===== config.mk =====
export PLATFORM = sky130hd
export DESIGN_NAME = resp_check_seq
export DESIGN_NICKNAME = d
export VERILOG_FILES = /design/src/rtl/trojan_chk_pkg.sv /design/src/rtl/resp_check_seq_misr16.sv /design/src/rtl/resp_check_seq.sv
export SDC_FILE = /design/constraint.sdc
export NUM_CORES = 1
export LEC_CHECK = 0
export ABC_AREA = 1
export CAP_MARGIN = 20
export CORE_AREA = 2 2 85 87
export DETAILED_ROUTE_END_ITERATION = 6
export DIE_AREA = 0 0 87 89
export PLACE_DENSITY = 0.61
export REMOVE_ABC_BUFFERS = 1
export SLEW_MARGIN = 10
export SYNTH_ARGS = -nofsm -noshare
export SYNTH_HDL_FRONTEND = slang
export SYNTH_HIERARCHICAL = 1
export SYNTH_SLANG_ARGS = --single-unit

===== constraint.sdc =====
create_clock -name CK -period 4.2 [get_ports CK]
set_clock_uncertainty 0.15 [all_clocks]
set_input_delay 0.84 -clock CK [delete_from_list [all_inputs] [get_ports CK]]
set_output_delay 0.84 -clock CK [all_outputs]
set_load 0.01 [all_outputs]

===== src/rtl/trojan_chk_pkg.sv =====
// Shared types and constants for the response checker.
// Holds the FSM state enum and the MISR step function.
package trojan_chk_pkg;

  typedef enum logic [1:0] {
    IDLE,
    RUN,
    DONE
  } state_t;

  localparam int N_IN_DEF = 6;
  localparam int MISR_W   = 16;

  localparam logic [MISR_W-1:0] MISR_POLY_DEF = 16'h1021;
  localparam logic [MISR_W-1:0] MISR_SEED_DEF = 16'hFFFF;

  function automatic logic [MISR_W-1:0] misr_next(
    input logic [MISR_W-1:0] sig,
    input logic [MISR_W-1:0] poly,
    input logic [MISR_W-1:0] din
  );
    logic [MISR_W-1:0] fb;
    fb = sig[MISR_W-1] ? poly : '0;
    misr_next = {sig[MISR_W-2:0], 1'b0} ^ fb ^ din;
  endfunction

endpackage


===== src/rtl/resp_check_seq_misr16.sv =====
// 16-bit multiple-input signature register.
// Seed load has priority over a compaction step.
module misr16
  import trojan_chk_pkg::*;
#(
  parameter logic [MISR_W-1:0] POLY = MISR_POLY_DEF,
  parameter logic [MISR_W-1:0] SEED = MISR_SEED_DEF
) (
  input  logic              CK,
  input  logic              reset,
  input  logic              i_load,
  input  logic              i_en,
  input  logic [MISR_W-1:0] i_data,
  output logic [MISR_W-1:0] o_sig
);

  logic [MISR_W-1:0] r_sig;

  // Signature register: clear, reseed, or compact one word.
  always_ff @(posedge CK or negedge reset) begin
    if (!reset) begin
      r_sig <= '0;
    end else if (i_load) begin
      r_sig <= SEED;
    end else if (i_en) begin
      r_sig <= misr_next(r_sig, POLY, i_data);
    end
  end

  assign o_sig = r_sig;

endmodule


===== src/rtl/resp_check_seq.sv =====
// Exhaustive-stream response checker.
// Golden compare, order check, first-fail capture, MISR.
module resp_check_seq
  import trojan_chk_pkg::*;
#(
  parameter int                     N_IN      = N_IN_DEF,
  parameter logic [2**N_IN-1:0]     GOLDEN    = '0,
  parameter int                     ERR_W     = 7,
  parameter logic [MISR_W-1:0]      MISR_POLY = MISR_POLY_DEF,
  parameter logic [MISR_W-1:0]      MISR_SEED = MISR_SEED_DEF
) (
  input  logic              CK,
  input  logic              reset,
  input  logic              start,
  input  logic              in_valid,
  output logic              in_ready,
  input  logic [0:N_IN-1]   pat,
  input  logic              resp,
  output logic              busy,
  output logic              done,
  output logic              pass,
  output logic [ERR_W-1:0]  err_cnt,
  output logic              seq_err,
  output logic [N_IN-1:0]   first_fail,
  output logic              fail_seen,
  output logic [MISR_W-1:0] signature
);

  localparam logic [N_IN-1:0]  IDX_ONE  = 1;
  localparam logic [N_IN-1:0]  IDX_LAST = '1;
  localparam logic [ERR_W-1:0] ERR_ONE  = 1;

  state_t r_state;
  state_t w_state_nxt;

  logic              r_in_ready;
  logic              r_busy;
  logic              r_done;
  logic              r_pass;
  logic [ERR_W-1:0]  r_err_cnt;
  logic              r_seq_err;
  logic [N_IN-1:0]   r_first_fail;
  logic              r_fail_seen;
  logic [N_IN-1:0]   r_exp_idx;

  logic [N_IN-1:0]   w_v;
  logic              w_acc;
  logic              w_mis;
  logic              w_last;
  logic [ERR_W-1:0]  w_err_nxt;
  logic              w_seq_nxt;
  logic              w_pass_nxt;
  logic [MISR_W-1:0] w_mdata;

  // pat[0] is the leftmost bit, so it lands as the MSB here.
  assign w_v = pat;

  // A pair arriving with start is dropped by the restart.
  assign w_acc = (r_state == RUN) & r_in_ready
               & in_valid & ~start;

  assign w_mis  = resp != GOLDEN[w_v];
  assign w_last = r_exp_idx == IDX_LAST;

  assign w_err_nxt = (w_mis && !(&r_err_cnt))
                   ? r_err_cnt + ERR_ONE
                   : r_err_cnt;
  assign w_seq_nxt  = r_seq_err | (w_v != r_exp_idx);
  assign w_pass_nxt = (w_err_nxt == '0) & ~w_seq_nxt;

  assign w_mdata = MISR_W'({w_v, resp});

  // State register.
  always_ff @(posedge CK or negedge reset) begin
    if (!reset) begin
      r_state <= IDLE;
    end else begin
      r_state <= w_state_nxt;
    end
  end

  // Next-state: start always (re)enters RUN.
  always_comb begin
    w_state_nxt = r_state;
    unique case (r_state)
      IDLE: begin
        if (start) w_state_nxt = RUN;
      end
      RUN: begin
        if (start) begin
          w_state_nxt = RUN;
        end else if (w_acc && w_last) begin
          w_state_nxt = DONE;
        end
      end
      DONE: begin
        if (start) w_state_nxt = RUN;
      end
      default: w_state_nxt = IDLE;
    endcase
  end

  // Result counters and registered status outputs.
  always_ff @(posedge CK or negedge reset) begin
    if (!reset) begin
      r_in_ready   <= 1'b0;
      r_busy       <= 1'b0;
      r_done       <= 1'b0;
      r_pass       <= 1'b0;
      r_err_cnt    <= '0;
      r_seq_err    <= 1'b0;
      r_first_fail <= '0;
      r_fail_seen  <= 1'b0;
      r_exp_idx    <= '0;
    end else if (start) begin
      r_in_ready   <= 1'b1;
      r_busy       <= 1'b1;
      r_done       <= 1'b0;
      r_pass       <= 1'b0;
      r_err_cnt    <= '0;
      r_seq_err    <= 1'b0;
      r_first_fail <= '0;
      r_fail_seen  <= 1'b0;
      r_exp_idx    <= '0;
    end else if (w_acc) begin
      r_err_cnt <= w_err_nxt;
      r_seq_err <= w_seq_nxt;
      r_exp_idx <= r_exp_idx + IDX_ONE;
      if (w_mis && !r_fail_seen) begin
        r_first_fail <= w_v;
        r_fail_seen  <= 1'b1;
      end
      if (w_last) begin
        r_in_ready <= 1'b0;
        r_busy     <= 1'b0;
        r_done     <= 1'b1;
        r_pass     <= w_pass_nxt;
      end
    end
  end

  misr16 #(
    .POLY (MISR_POLY),
    .SEED (MISR_SEED)
  ) u_misr (
    .CK     (CK),
    .reset  (reset),
    .i_load (start),
    .i_en   (w_acc),
    .i_data (w_mdata),
    .o_sig  (signature)
  );

  assign in_ready   = r_in_ready;
  assign busy       = r_busy;
  assign done       = r_done;
  assign pass       = r_pass;
  assign err_cnt    = r_err_cnt;
  assign seq_err    = r_seq_err;
  assign first_fail = r_first_fail;
  assign fail_seen  = r_fail_seen;

endmodule


Word level (Yosys, flattened, before mapping)

Memory sizes are Yosys's and may differ from the RTL's.
Index checks and enable logic that the tools add are counted.

Bits in registers: 42
Latch bits: 0
Memory bits (writable): 0
ROM bits: 64
Input port bits: 11
Output and inout bits: 35
Word-level logic and storage cells: 75
Memories: 1

Memories:

| memory           | depth | width | read ports | clocked after memory_dff | wr ports | RTL line             | RTL |
|---|---|---|---|---|---|---|---|
| (name not given) | 64    | 1     | 1          | 0                        | 0        | resp_check_seq.sv:62 | `assign w_mis = resp != GOLDEN[w_v];` |

Add/subtract/negate cells: 2
$mul: 0
Divide/modulo/power cells: 0
Order comparisons: 1
Eq/ne operators: 7
Shift-type cells: 0
Mux-type cells: 30
Bitwise operators: 9
Reduce and logical (&&, ||, !) cells: 15

Operators by type and width:

| cell                                                  | number |
|---|---|
| two-way mux 16 bit                                    | 2 |
| two-way mux 6 bit                                     | 5 |
| two-way mux 7 bit                                     | 3 |
| bitwise XOR 16 bit                                    | 1 |
| bitwise XOR 16 x 7 -> 16 bit                          | 1 |
| two-way mux 1 bit                                     | 15 |
| two-way mux 13 bit                                    | 1 |
| adder 7 x 1 -> 7 bit, second input constant           | 1 |
| zero test 7 bit                                       | 1 |
| < comparator 6 x 7 -> 1 bit, second input constant    | 1 |
| AND reduction 7 bit                                   | 1 |
| adder 6 x 1 -> 6 bit, second input constant           | 1 |
| equality test 6 bit, second input constant            | 1 |
| two-way mux 2 bit                                     | 3 |
| inequality test 6 bit                                 | 1 |
| AND reduction 2 bit                                   | 3 |
| nonzero test 2 bit                                    | 3 |
| bitwise AND 1 bit                                     | 4 |
| case mux 2 bit (2 select lines)                       | 1 |
| logical AND 1 bit                                     | 3 |
| inequality test 3 x 2 -> 1 bit, second input constant | 1 |
| equality test 2 x 1 -> 1 bit, second input constant   | 1 |
| equality test 2 bit, second input constant            | 1 |
| zero test 1 bit                                       | 2 |
| other kinds (6)                                       | 7 |

Longest topological paths before layout

Depth after elaboration: 10
Depth in mapped cells: 11

Cells and area by module

The synthesis kept the hierarchy.

By module, submodules not included:

| module         | instances | cells an instance | area each (um^2) | sequential area each (um^2) |
|---|---|---|---|---|
| resp_check_seq | 1         | 190               | 1,432.6          | 650.6 |
| misr16         | 1         | 103               | 882.1            | 400.4 |

Worst setup path before layout

No wires, ideal clock.

Kind: input -> register
Start: in in_valid
End: reg u_misr.r_sig[3], in the netlist u_misr/o_sig[3]
Setup time: 0.116 ns
Arrival time: 1.861 ns
Required time: 3.934 ns
Setup slack: 2.073 ns
Cell stages on the path: 10
Path buffers: 1
Cell sequence: nand2_1 -> nor2_4 -> inv_2 -> nor2_4 -> nor2_2 -> nor2_2 -> buf_6 -> nand2_1 -> o21ai_2 -> inv_1

Cells in the longest elaborated chain, start to end: 3

RTL lines:

| what                                | RTL line                    | RTL |
|---|---|---|
| start: declaration                  | resp_check_seq.sv:15        | `input logic in_valid,` |
| bitwise AND 1 bit (2 in series)     | resp_check_seq.sv:60        | `& in_valid & ~start;` |
| net w_acc                           | resp_check_seq.sv:47        | `logic w_acc;` |
| nonzero test 2 bit (no source line) | -                           |  |
| end signal: assignment              | resp_check_seq_misr16.sv:26 | `r_sig <= misr_next(r_sig, POLY, i_data);` |
| end: declaration                    | resp_check_seq_misr16.sv:17 | `logic [MISR_W-1:0] r_sig;` |

The timed path passes the listed nets, and every way through them passes these cells.
A chain may end at the register's enable or synchronous reset.

Final worst setup path

Start: in in_valid
End: reg u_misr.r_sig[4], in the netlist u_misr/o_sig[4]

The elaborated chain is that of the path after synthesis.

==> metrics <==
Setup CP Type primary input to register; flops & latches, synth 42; post_cts resized 0; clock root buffer clkbuf_8; n_diodes 0; Final Hold Fails 0; largest net degree at the start of global routing 43; clock latency on the worst-skew pair 300 ps; port bufs 45; Ports 46; H-tree Lvls 2; most frequent cells in the layout nand2_1, clkdlybuf4s50_1, dfrtp_1; # setup viols final 0; XOR/XNOR share of the synthesized area under 10%; Crit path required time 4240 ps; Startpoint Class primary input; DRT Wirelength between 5000 and 6000 um; outcome finished clean; layout cells sized above 1 between 10 and 15%; MaxCap Viol Count 0; row count 30; vias just over 2000; Syn Inst Count 293; normalized max-slew margin between 30% and 40%; post-synthesis compound-gate area fraction a little over a tenth; Pleak about 1.4 nW; Post-Synth Adder-Cell Area 1.08%; post-synth top area share between 40% and 50%; main combinational cell family by area after synthesis simple AND/OR/NAND/NOR gates; Max Slew Vio Count 0; Area contributors post-synth dfrtp_1, nand2_1, xnor2_1; Clock transition at path regs about 80 ps; minimum clock period 2680 ps; Max VDD drop between 0.2 and 0.25 mV; DRC viols 0; nets@finish about 360; vias in the first global route 2010; CP endpoint kind register; iteration-0 DRC count of the detailed router 86; dpl ws approximately 1200 ps; die area 0.00774 mm^2; Final WS setup between 1500 and 2000 ps; clk sinks 42; CTS buffer count 5; register area share after synthesis approximately 45%; CP arrival 2720 ps; worst slew pin tran between 900 and 1000 ps; postcts setup bufs 0; count of TritonRoute iterations in the first routing pass 4; met1 GRT Util 20.3%; first-pass GRT wire length about 9300 um; remaining antenna violation count 0; CTS Buffer Depth 2; Mapped Area roughly 0.0023 mm^2; die width 87 um; initial antenna violation count 0; crit-path max FO 16; initial core utilization about a third; Area Growth Syn to Fin 29.8%; GRT busiest layer met2; global routing usage on met3 under 10%; Cell variety after synth 29; RD Place Congestion 0.813; hold bufs inserted after CTS 0; GRT met2 Usage between 20% and 30%; most common library cell in the layout ignoring fill and taps nand2_1; total gr overflow 0; total negative slack 0 ps; Core Area 0.00672 mm^2; RSZ-0062 raised after global routing false; GR Util All Layers 15.3%; syn_area_per_cell between 7 and 8 um^2; CTS tree yes; multiplexer area fraction after synthesis 0%; final period utilization 63.7%; hpwl dp just under 4000 um; Max Fclk 374 MHz; Vias/cell between 4 and 5; simple-gate share of the synthesized area between 20% and 30%; Die Y 89 um; pwr dens around 360 mW/mm^2; Hold Path Class register to register; Synthesis Warnings 6; area leader, netlist dfrtp_1; drt wl/cell between 10 and 15 um
[Yosys cell counts, drive strengths merged]
cell    instances
o21ai          25
nand2          90
conb            1
nand4           1
ha              2
nor3            2
nand3          19
a32o            1
clkbuf          2
o22ai           7
a211oi          1
buf             2
xor2            1
a21oi           4
or2             2
dfrtp          42
inv            50
xnor2          16
nor2           25
[report_power, final]
part | switching, mW | internal [mW] | leakage (nW)
registers | 0.0362 | 0.433 | 0.509
clock network | 0.148 | 0.254 | 0.0714
logic | 0.106 | 0.104 | 0.794
total | 0.291 | 0.791 | 1.37
[registers in the layout, summed over array words and instances (netlist names)]
register and cells:
u_misr/o_sig 16, err_cnt 7, first_fail 6, r_exp_idx 6
r_state 2, busy 1, done 1, fail_seen 1
pass 1, seq_err 1
[critical path: stages]
cell and delay, ps:
clkdlybuf4s50_1 450, nand2_1 90, nor2_4 190, inv_2 90, nor2_4 180, nor2_2 70
nor2_2 520, nand2_1 150, o21ai_2 90, inv_2 40
[through the flow]
step                instances  power [mW]  hold WS, ps  cell area (um^2)  utilization [%]
CTS                       431        1.09          340              3010             44.7
global placement          423       0.685          318              2860             42.6
floorplan                 298       0.584          299              2320                -
detailed placement        423       0.689          327              2860             42.6
global route              431        1.14          359              3010             44.7
finish                    431        1.08          338              3010             44.7
[logic make-up (layout without fill, tap and decap cells)]
logic type,Yosys count,count (layout)
flops,42,42
other cells,1,10
xor+xnor,17,17
fa+ha+maj,2,2
simple gates,139,139
compound gates,38,38
buf+inv,54,103
[metal layers]
metal	wire length, um	share of wire (%)
met5	0	0
met4	71	1.3
met2	2430	45
met1	2580	48
met3	268	5.0
[path summary, 6_finish.rpt]
check | start | to | slack [ps] | cells past startpoint
max | in_valid | u_misr/o_sig[4] | 1520 | 10
min | r_state[0] | r_state[0] | 340 | 1
max reg2reg | busy | u_misr/o_sig[4] | 2080 | 9
min reg2reg | r_state[0] | r_state[0] | 340 | 1
max in group asynchronous | reset | u_misr/o_sig[9] | 2760 | 1
min in group asynchronous | reset | err_cnt[3] | 540 | 1
[final cells by class]
type                    instances  area, um^2
flip-flops and latches         42        1050
inverters                      50         188
clock buffers                   6        82.6
repair buffers                 45         445
clock inverters                 2        60.1
fillers                       667        3710
multi-input cells             206        1080
well taps                      80         100
(Power assumes the default switching activity.)
